File: config.mk
export PLATFORM = sky130hd
export DESIGN_NAME = lsb_agu
export DESIGN_NICKNAME = d
export VERILOG_FILES = /design/src/rtl/lsb_agu.sv
export SDC_FILE = /design/constraint.sdc
export NUM_CORES = 1
export LEC_CHECK = 0
export CORE_AREA = 5 5 144 146
export DETAILED_ROUTE_END_ITERATION = 7
export DIE_AREA = 0 0 149 151
export MAX_ROUTING_LAYER = met4
export PLACE_DENSITY = 0.78
export RECOVER_POWER = 25
export SYNTH_ARGS = -nofsm -noshare
export SYNTH_HDL_FRONTEND = slang
export SYNTH_SLANG_ARGS = --single-unit
File: constraint.sdc
create_clock -name clk_in -period 3.5 [get_ports clk_in]
set_input_delay 0.35 -clock clk_in [delete_from_list [all_inputs] [get_ports clk_in]]
set_output_delay 0.35 -clock clk_in [all_outputs]
set_load 0.05 [all_outputs]
File: src/rtl/lsb_agu.sv
// lsb_agu: computes load/store/jalr addresses and queues them in a small in-order result FIFO
module lsb_agu #(
  parameter int ROB_W = 4,
  parameter int DEPTH = 4
) (
  input  logic             clk_in,
  input  logic             rst_in,
  input  logic             rdy_in,
  input  logic             flush,
  input  logic             in_valid,
  output logic             in_ready,
  input  logic [31:0]      in_vi,
  input  logic [11:0]      in_imm,
  input  logic [1:0]       in_kind,
  input  logic [2:0]       in_funct3,
  input  logic [ROB_W-1:0] in_rob,
  output logic             out_valid,
  input  logic             out_ready,
  output logic [31:0]      out_addr,
  output logic [1:0]       out_kind,
  output logic [2:0]       out_funct3,
  output logic [ROB_W-1:0] out_rob,
  output logic             out_misalign
);
  localparam int PW = $clog2(DEPTH);
  typedef struct packed {
    logic [31:0]      addr;
    logic [1:0]       kind;
    logic [2:0]       funct3;
    logic [ROB_W-1:0] rob;
    logic             mis;
  } ent_t;
  ent_t          mem_q [DEPTH];
  ent_t          mem_d [DEPTH];
  ent_t          new_e;
  logic [PW-1:0] head_q, head_d, tail_q, tail_d;
  logic [PW:0]   cnt_q, cnt_d;
  logic [31:0]   sum;
  logic          jalr, enq, deq;
  always_comb begin
    sum = in_vi + {{20{in_imm[11]}}, in_imm};
    jalr = in_kind == 2'b10;
    new_e.addr = jalr ? {sum[31:1], 1'b0} : sum;
    new_e.kind = in_kind;
    new_e.funct3 = in_funct3;
    new_e.rob = in_rob;
    new_e.mis = !jalr && (in_funct3[1:0] == 2'b00 ? 1'b0 : in_funct3[1:0] == 2'b01 ? sum[0] : |sum[1:0]);
    enq = in_valid && in_ready && rdy_in && !flush;
    deq = out_valid && out_ready && rdy_in && !flush;
    mem_d = mem_q;
    mem_d[tail_q] = enq ? new_e : mem_q[tail_q];
    head_d = flush ? '0 : head_q + PW'(deq);
    tail_d = flush ? '0 : tail_q + PW'(enq);
    cnt_d = flush ? '0 : cnt_q + (PW+1)'(enq) - (PW+1)'(deq);
  end
  always_ff @(posedge clk_in) begin
    mem_q <= mem_d;
    if (rst_in) begin
      head_q <= '0;
      tail_q <= '0;
      cnt_q <= '0;
    end else begin
      head_q <= head_d;
      tail_q <= tail_d;
      cnt_q <= cnt_d;
    end
  end
  // DEPTH is a power of two, so the counter MSB alone marks a full queue
  assign in_ready = !cnt_q[PW];
  assign out_valid = cnt_q != '0;
  assign out_addr = out_valid ? mem_q[head_q].addr : '0;
  assign out_kind = out_valid ? mem_q[head_q].kind : '0;
  assign out_funct3 = out_valid ? mem_q[head_q].funct3 : '0;
  assign out_rob = out_valid ? mem_q[head_q].rob : '0;
  assign out_misalign = out_valid ? mem_q[head_q].mis : 1'b0;
endmodule

==> impl_metrics.ini, run 1 <==
[status]
status = finished, violations left
failed_checks = max-capacitance violations, max-slew violations

[power_and_ir_drop]
p_per_area_nw_per_um2 = 487
power_leakage_nw = 3.99
ir_drop_uv = 402

[worst_setup_path]
crit_type = reg -> reg
endpoint_kind = flip-flop
crit_fanout = 36
arrival_ps = 3260
reg2reg_from = tail_q[1]$_SDFF_PP0_
setup.worst_path.start = tail_q[1]$_SDFF_PP0_
startpoint_type = flip-flop
critical_path_required_ps = 3560

[sta]
tightest_slew_ps = 1700
finalHoldViolCount = 0
whs_ps = 582
period_minus_slack_ps = 3200
rsz0062_at_grt = no
period_share_pct = 91.3
setup-violations-final = 0
maxSlewViolCount = 80
finClkSkew_ps = 8.54
maxSlewHeadroom_pct = -13.3
final.setup.tns_ps = 0
timing.fmax_mhz = 313

[worst_hold_path]
min_from = cnt_q[0]$_SDFF_PP0_
hold_class = reg -> reg

[global_route]
overflow = 0
grtUsageMet3_pct = 4.52
grt.total_usage_pct = 22.5
use_met1_pct = 28.2
grt_pass1_wl_um = 37400
met2_usage_pct = 37.3
grt_pass1_vias = 7018
grt_max_degree = 78
antenna_found_initial = 0
busiest_layer = met2

[placement]
dpl_cell_area_sq_um = 11300
hpwl_um = 15800
dp.cells = 1066
gp_congestion = 0.902
io_buffers = 102

[synth]
syn_area_per_cell_sq_um = 13.6
synth_top_area_cell = edfxtp_1
synth_cell_types = 47
async_reset_ff_share_pct = 0
synth_seq_area_share_pct = 52.4
syn_area_sq_um = 9890
synth-main-ff-cell = edfxtp_1
synth.most_common_cell = edfxtp_1
synth_warnings = 0
synth_cells = 728
yosys-top-cells-count = 168 x edfxtp_1, 91 x nand2_1, 84 x mux4_2, 46 x nor2b_1, 38 x a21oi_1
synthTopCellsByArea = edfxtp_1 51%, mux4_2 19%, ha_1 4.4%, nand2_1 3.5%, nor2b_1 2.9%
synth_top_area_share_pct = 51.0
ys_ff_latch = 175
syn-num-nets = 824
synth_edf_count = 168

[drt]
firstDrtPassIters = 5
vias_per_cell = 6.09
ant_nets = 0
wirelength_um = 23800
drtIter0Drc = 594
routedWlPerCell_um = 21.6
vias = 6689
drc = 0

[cells_and_area]
drive_gt1_share_pct = 16.6
final_cells = 1098
fillerInstances = 1504
synthToLayoutAreaGrowth_pct = 19.4
fin_area_sq_um = 11800
utilization_pct = 61.3
regArea_sq_um = 5190
antennaDiodeCount = 0
multi_input_area_sq_um = 4480
nNetsFinal = 916

[floorplan]
dieArea_sq_um = 22500
coreArea_sq_um = 19300
boundaryPins = 103
placementRows = 51
fp.dieH_um = 151
start_util_pct = 51.3
die_x_um = 149

[clocking]
cts_htree_levels = 4
cts_setup_buffers = 0
cts_buffer_depth = 2
clk_latency_ps = 430
clk_pin_slew_ps = 70
cts_buffers = 17
cts_tree = done
cts.sinks = 175
cts_resized = 0
holdBufCountCts = 0
root_buffer = clkbuf_16

[job]
max_cap_violations = 2
## per-layer routing
metal | vias to the layer above | wire [um] | part of all wire, %
met2 | 294 | 12000 | 51
met1 | 3336 | 9640 | 41
met5 | - | 0 | 0
met4 | 0 | 452 | 1.9
li1 | 3028 | - | -
met3 | 31 | 1650 | 6.9
## flip-flops by register name, summed over array words and instances (netlist names)
register / flops
cnt_q: 3
head_q: 2
mem_q: 168
tail_q: 2
## final cells by class
type	instances	share of cell area, %
multi-input cells	495	37.9
clock buffers	19	3.66
well taps	265	2.81
flip-flops and latches	175	43.9
inverters	16	0.508
repair buffers	115	9.79
clock inverters	13	1.38
## layout by cell type, fill, tap and decap left out, types with 15 or more instances in the layout
| master | instances |
|---|---|
| a21oi_1 | 38 |
| o21ai_0 | 37 |
| ha_1 | 35 |
| nor2b_1 | 45 |
| xnor2_1 | 18 |
| mux4_2 | 84 |
| edfxtp_1 | 168 |
| clkdlybuf4s50_1 | 101 |
| inv_1 | 15 |
| nand2_1 | 91 |
| clkbuf_16 | 17 |
## worst max-delay path, stage by stage, from the launching register on
cell      delay, ps
dfxtp_1        1400
nor2b_1         680
clkbuf_4        710
## path summary, 6_finish.rpt
check,end,slack [ps],cells after the start
min,cnt_q[0]$_SDFF_PP0_,580,2
min reg2reg,cnt_q[0]$_SDFF_PP0_,580,2
max,mem_q[56]$_DFFE_PP_,300,2
max reg2reg,mem_q[56]$_DFFE_PP_,300,2
## stage by stage
stage | setup WS, ps | total power, mW
finish | 305 | 5.75
global route | 141 | 5.98
detailed placement | 277 | 3.86
CTS | 368 | 5.77
global placement | 358 | 3.82
floorplan | 108 | 3.51
## power breakdown
group	total, mW	leakage, nW	switching, mW	internal (mW)
Sequential	2.67	1.66	0.0847	2.59
Combinational	1.16	2.05	0.587	0.572
Clock	1.92	0.286	0.793	1.13
Total	5.75	3.99	1.47	4.29
## cells by family (layout without fill, tap and decap cells)
| family | after synthesis | count (layout) | synth area share, % |
|---|---|---|---|
| buf+inv | 58 | 163 | 2.33 |
| simple gates | 207 | 207 | 10.3 |
| fa+ha+maj | 37 | 37 | 4.83 |
| compound gates | 136 | 136 | 8.21 |
| flops | 175 | 175 | 52.4 |
| xor+xnor | 31 | 31 | 2.74 |
| mux | 84 | 84 | 19.1 |
No activity file was read; power rests on OpenSTA's default activity.
==> run 2, diff against run 1 <==
--- a/config.mk
+++ b/config.mk
@@ -5,11 +5,12 @@
 export SDC_FILE = /design/constraint.sdc
 export NUM_CORES = 1
 export LEC_CHECK = 0
-export CORE_AREA = 5 5 144 146
+export ABC_AREA = 1
+export CORE_AREA = 5 5 148 150
 export DETAILED_ROUTE_END_ITERATION = 7
-export DIE_AREA = 0 0 149 151
+export DIE_AREA = 0 0 153 155
 export MAX_ROUTING_LAYER = met4
-export PLACE_DENSITY = 0.78
+export PLACE_DENSITY = 0.79
 export RECOVER_POWER = 25
 export SYNTH_ARGS = -nofsm -noshare
 export SYNTH_HDL_FRONTEND = slang
==> run 2 against run 1 <==
Against the previous run: the run now ends clean; register-to-register slack better by 420 ps; worst hold slack better by 16 ps; global-route usage up 1.6 points; cell count is 53% higher; sequential cell count unchanged; highest routed layer unchanged; sequential share of layout area shrank 3.9 points.
==> impl_metrics.ini, run 2 <==
[global_route]
grtUsageMet3_pct = 2.78
antenna_found_initial = 0
grt_pass1_wl_um = 45500
overflow = 0
grt_max_degree = 56
grt_pass1_vias = 9393
grt.total_usage_pct = 24.1
use_met1_pct = 29.4
met2_usage_pct = 40.7
busiest_layer = met2

[sta]
finClkSkew_ps = 9.06
finalHoldViolCount = 0
final.setup.tns_ps = 0
maxSlewViolCount = 0
rsz0062_at_grt = no
setup-violations-final = 0
maxSlewHeadroom_pct = 33.0
timing.fmax_mhz = 361
tightest_slew_ps = 1000
period_share_pct = 79.2
period_minus_slack_ps = 2770

[worst_setup_path]
endpoint = mem_q[158]$_DFFE_PP_
endpoint_kind = flip-flop
setup.worst_path.start = tail_q[0]$_SDFF_PP0_
r2r-end = mem_q[158]$_DFFE_PP_
rrSetupSlack_ps = 730
critical_path_required_ps = 3770
reg2reg_from = tail_q[0]$_SDFF_PP0_
crit_type = reg -> reg
reg2reg_depth = 7
crit_fanout = 24
arrival_ps = 3040
startpoint_type = flip-flop

[synth]
synth_top_area_share_pct = 47.3
synth_cells = 1305
syn-num-nets = 1401
synth_cell_types = 36
synth_edf_count = 168
synth_seq_area_share_pct = 48.6
synth.most_common_cell = nand2_1
synth-main-ff-cell = edfxtp_1
yosys-top-cells-count = 319 x nand2_1, 170 x inv_1, 169 x nor2_1, 168 x edfxtp_1, 102 x o21ai_0
synth_top_area_cell = edfxtp_1
async_reset_ff_share_pct = 0
synth_warnings = 0
synthTopCellsByArea = edfxtp_1 47%, nand2_1 11%, inv_1 6.0%, nor2_1 6.0%, o21ai_0 4.8%
syn_area_per_cell_sq_um = 8.17
syn_area_sq_um = 10700
ys_ff_latch = 175

[power_and_ir_drop]
p_per_area_nw_per_um2 = 431
ir_drop_uv = 379
power_leakage_nw = 5.55

[floorplan]
placementRows = 53
fp.dieH_um = 155
boundaryPins = 103
die_x_um = 153
start_util_pct = 51.8
dieArea_sq_um = 23700
coreArea_sq_um = 20600

[clocking]
cts_htree_levels = 4
cts_resized = 0
cts_setup_buffers = 0
cts_buffer_depth = 2
cts.sinks = 175
clk_pin_slew_ps = 70
root_buffer = clkbuf_16
cts_tree = done
holdBufCountCts = 0
cts_buffers = 17
clk_latency_ps = 430

[cells_and_area]
layout_common_cells = 319 x nand2_1, 170 x inv_1, 169 x nor2_1
largestRegisters = mem_q x168, cnt_q x3
largest_register = mem_q
largest_reg_flops = 168
utilization_pct = 63.1
drive_gt1_share_pct = 9.30
synthToLayoutAreaGrowth_pct = 21.7
final_common_cell = nand2_1
nNetsFinal = 1492
antennaDiodeCount = 0

[drt]
routedWlPerCell_um = 16.6
vias_per_cell = 5.62
drc = 0
ant_nets = 0
firstDrtPassIters = 6
wirelength_um = 28000
vias = 9472
drtIter0Drc = 971

[job]
max_cap_violations = 0

[status]
status = finished, final reports clean

[worst_hold_path]
hold_class = in -> reg

[placement]
gp_congestion = 0.919
hpwl_um = 19200
io_buffers = 102
[run 2: cell type report]
type                    instances  area [sq um]
multi-input cells             895          4540
clock inverters                14           145
clock buffers                  18           429
well taps                     275           344
flip-flops and latches        175          5190
repair buffers                128          1660
inverters                     179           672
fillers                      1690          7580
[run 2: logic make-up (layout without fill, tap and decap cells)]
family / count (synthesis) / in the layout / share of synthesized area (%)
and+or+nand+nor: 559 / 559 / 21.3
adders and majority gates: 37 / 37 / 4.48
xor gates and xnor gates: 13 / 13 / 1.07
AOI/OAI and AO/OA: 286 / 286 / 15.6
buffers and inverters: 235 / 339 / 8.84
DFF: 175 / 175 / 48.6
[run 2: how the worst min path moves through the flow]
stage	slack (ps)	startpoint	to	cells past startpoint
finish	600	rst_in	cnt_q[2]$_SDFF_PP0_	4
CTS	590	rst_in	cnt_q[2]$_SDFF_PP0_	4
global placement	590	tail_q[1]$_SDFF_PP0_	tail_q[1]$_SDFF_PP0_	2
global route	670	rst_in	cnt_q[2]$_SDFF_PP0_	4
floorplan	520	rst_in	cnt_q[2]$_SDFF_PP0_	3
detailed placement	630	tail_q[1]$_SDFF_PP0_	tail_q[1]$_SDFF_PP0_	2
[run 2: stage by stage]
stage	instances	total power [mW]	hold WS (ps)	worst slack [ps]	area (sq um)
final	1684	5.59	597	729	13000
after global routing	1684	5.83	672	544	13000
after CTS	1684	5.59	587	772	13000
after detailed placement	1652	3.80	633	416	12400
after global placement	1652	3.75	587	429	12400
after floorplan	1305	3.44	521	1180	10700
[run 2: worst max-delay path: stages (launching register included)]
cell,delay [ps]
dfxtp_1,450
nand2_1,380
inv_1,880
buf_4,440
a22oi_1,130
nand2_1,130
nand2_1,60
nand2_1,150
[run 2: where the power goes]
group | leakage [nW] | internal [mW] | switching (mW)
Combinational | 3.62 | 0.437 | 0.687
Sequential | 1.65 | 2.58 | 0.0737
Clock | 0.276 | 0.952 | 0.867
Total | 5.55 | 3.96 | 1.63
[run 2: routing by layer]
layer  vias to the layer above  routed length [um]
li1                       4538                   -
met1                      4373               11200
met2                       493               13700
met3                        68                2340
met4                         0                 791
met5                         -                   0
==> run 3, diff against run 2 <==
==> constraint.sdc (replaced) <==
create_clock -name clk_in -period 2.4 [get_ports clk_in]
set_input_delay 0.24 -clock clk_in [delete_from_list [all_inputs] [get_ports clk_in]]
set_output_delay 0.24 -clock clk_in [all_outputs]
set_load 0.05 [all_outputs]
==> run 3 against run 2 <==
Against the previous run: global-route usage down 0.19 points; final area is 3.3% higher; critical path depth is 2 lower; sequential cell count stayed put; largest power group unchanged.
==> impl_metrics.ini, run 3 (same netlist as run 2, synthesis figures left out) <==
[power_and_ir_drop]
p_per_area_nw_per_um2 = 614
power_frac_clock_pct = 31.7
ir_drop_uv = 637
power_mw = 8.23
p_int_mw = 5.87
power_leakage_nw = 5.79
p_sw_share_pct = 28.6
p_sw_mw = 2.36
p_comb_share_pct = 21.3
seq_power_share_pct = 47.0

[placement]
io_buffers = 102
dp.cells = 1699
dpl_cell_area_sq_um = 12800
dpl_worst_slack_ps = -212
gp_congestion = 1.02
hpwl_um = 19700

[global_route]
grt_max_degree = 67
grt_pass1_vias = 9228
overflow = 0
grt_pass1_wl_um = 44700
antenna_found_initial = 0
grt.total_usage_pct = 23.9

[sta]
setup-violations-final = 0
final.setup.tns_ps = 0
maxSlewViolCount = 0
finClkSkew_ps = 7.13
rsz0062_at_grt = no
setup_ws_ps = 86.8
finalHoldViolCount = 0
whs_ps = 486
maxSlewHeadroom_pct = 17.4
timing.fmax_mhz = 432
period_minus_slack_ps = 2310
period_share_pct = 96.4
tightest_slew_ps = 1240

[cells_and_area]
antennaDiodeCount = 0
final_cells = 1731
largest_reg_flops = 168
fin_area_sq_um = 13400
drive_gt1_share_pct = 12.9
layout_common_cells = 319 x nand2_1, 170 x inv_1, 168 x nor2_1, 168 x edfxtp_1, 102 x o21ai_0
nNetsFinal = 1539
largest_register = mem_q
final_common_cell = nand2_1
synthToLayoutAreaGrowth_pct = 25.7
largestRegisters = mem_q x168, cnt_q x3
fillerInstances = 1602
utilization_pct = 65.2

[worst_setup_path]
startpoint_type = flip-flop
crit_fanout = 66
crit_type = reg -> out
critical_path_required_ps = 2160
endpoint_kind = primary output
arrival_ps = 2070

[drt]
vias_per_cell = 5.45
firstDrtPassIters = 5
ant_nets = 0
drtIter0Drc = 729
vias = 9442
wirelength_um = 27800
drc = 0
routedWlPerCell_um = 16.1

[clocking]
cts_setup_buffers = 0
cts.sinks = 175
cts_htree_levels = 4
root_buffer = clkbuf_16
cts_buffer_depth = 2
cts_tree = done
clk_pin_slew_ps = 70
cts_buffers = 17
clk_latency_ps = 420

[floorplan]
fp.dieH_um = 155
start_util_pct = 51.8
placementRows = 53
boundaryPins = 103
die_x_um = 153
coreArea_sq_um = 20600
dieArea_sq_um = 23700

[job]
max_cap_violations = 0

[worst_hold_path]
hold_class = in -> reg

[status]
status = finished, final reports clean
==> run 3: cell count changes in the layout (fill, tap and decap cells not counted), sizes merged <==
cell / previous run / this run
buf: 63 / 111
clkinv: 4 / 5
clkinvlp: 2 / 1
dlygate4sd3: 1 / 0
==> run 3: metal layers <==
metal  GRT usage, %  routed length [um]
met1           28.5               11100
met2           40.8               13600
met3           4.51                2360
met5              -                   0
met4           8.49                 733
==> run 3: layout make-up <==
| type | instances | area, sq um | share of cell area (%) |
|---|---|---|---|
| sequential | 175 | 5190 | 38.7 |
| multi-input combinational | 895 | 4570 | 34.1 |
| timing repair buffer | 175 | 2060 | 15.4 |
| inverter | 179 | 672 | 5.01 |
| clock buffer | 18 | 429 | 3.20 |
| tap | 275 | 344 | 2.57 |
| clock inverter | 14 | 141 | 1.06 |
==> run 3: critical path, cell delays in order (launching register included) <==
cell	delay [ps]
dfxtp_4	420
inv_2	160
buf_12	260
o21ai_0	150
a21oi_1	400
buf_12	200
==> run 3: power by group through the flow <==
| stage | clock network [mW] | registers (mW) | logic (mW) |
|---|---|---|---|
| after detailed placement | 0 | 3.93 | 1.73 |
| after global routing | 2.76 | 3.89 | 1.98 |
| after global placement | 0 | 3.91 | 1.67 |
| after floorplan | 0 | 3.89 | 1.12 |
| after CTS | 2.62 | 3.86 | 1.75 |
| final | 2.61 | 3.86 | 1.75 |
==> run 3: final timing paths <==
| path | start | endpoint | slack, ps | depth (start not counted) |
|---|---|---|---|---|
| max | head_q[0]$_SDFF_PP0_ | out_addr[24] | 90 | 5 |
| min | rst_in | cnt_q[2]$_SDFF_PP0_ | 490 | 4 |
| max reg2reg | tail_q[1]$_SDFF_PP0_ | mem_q[98]$_DFFE_PP_ | 180 | 4 |
| min reg2reg | tail_q[1]$_SDFF_PP0_ | tail_q[1]$_SDFF_PP0_ | 640 | 2 |
==> run 3: what timing repair did <==
item,in CTS,in global routing
hold buffers,0,0
resized for setup,2,6
endpoints found under the setup margin,4,9
endpoints found under the hold margin,0,0
pin swaps,0,0
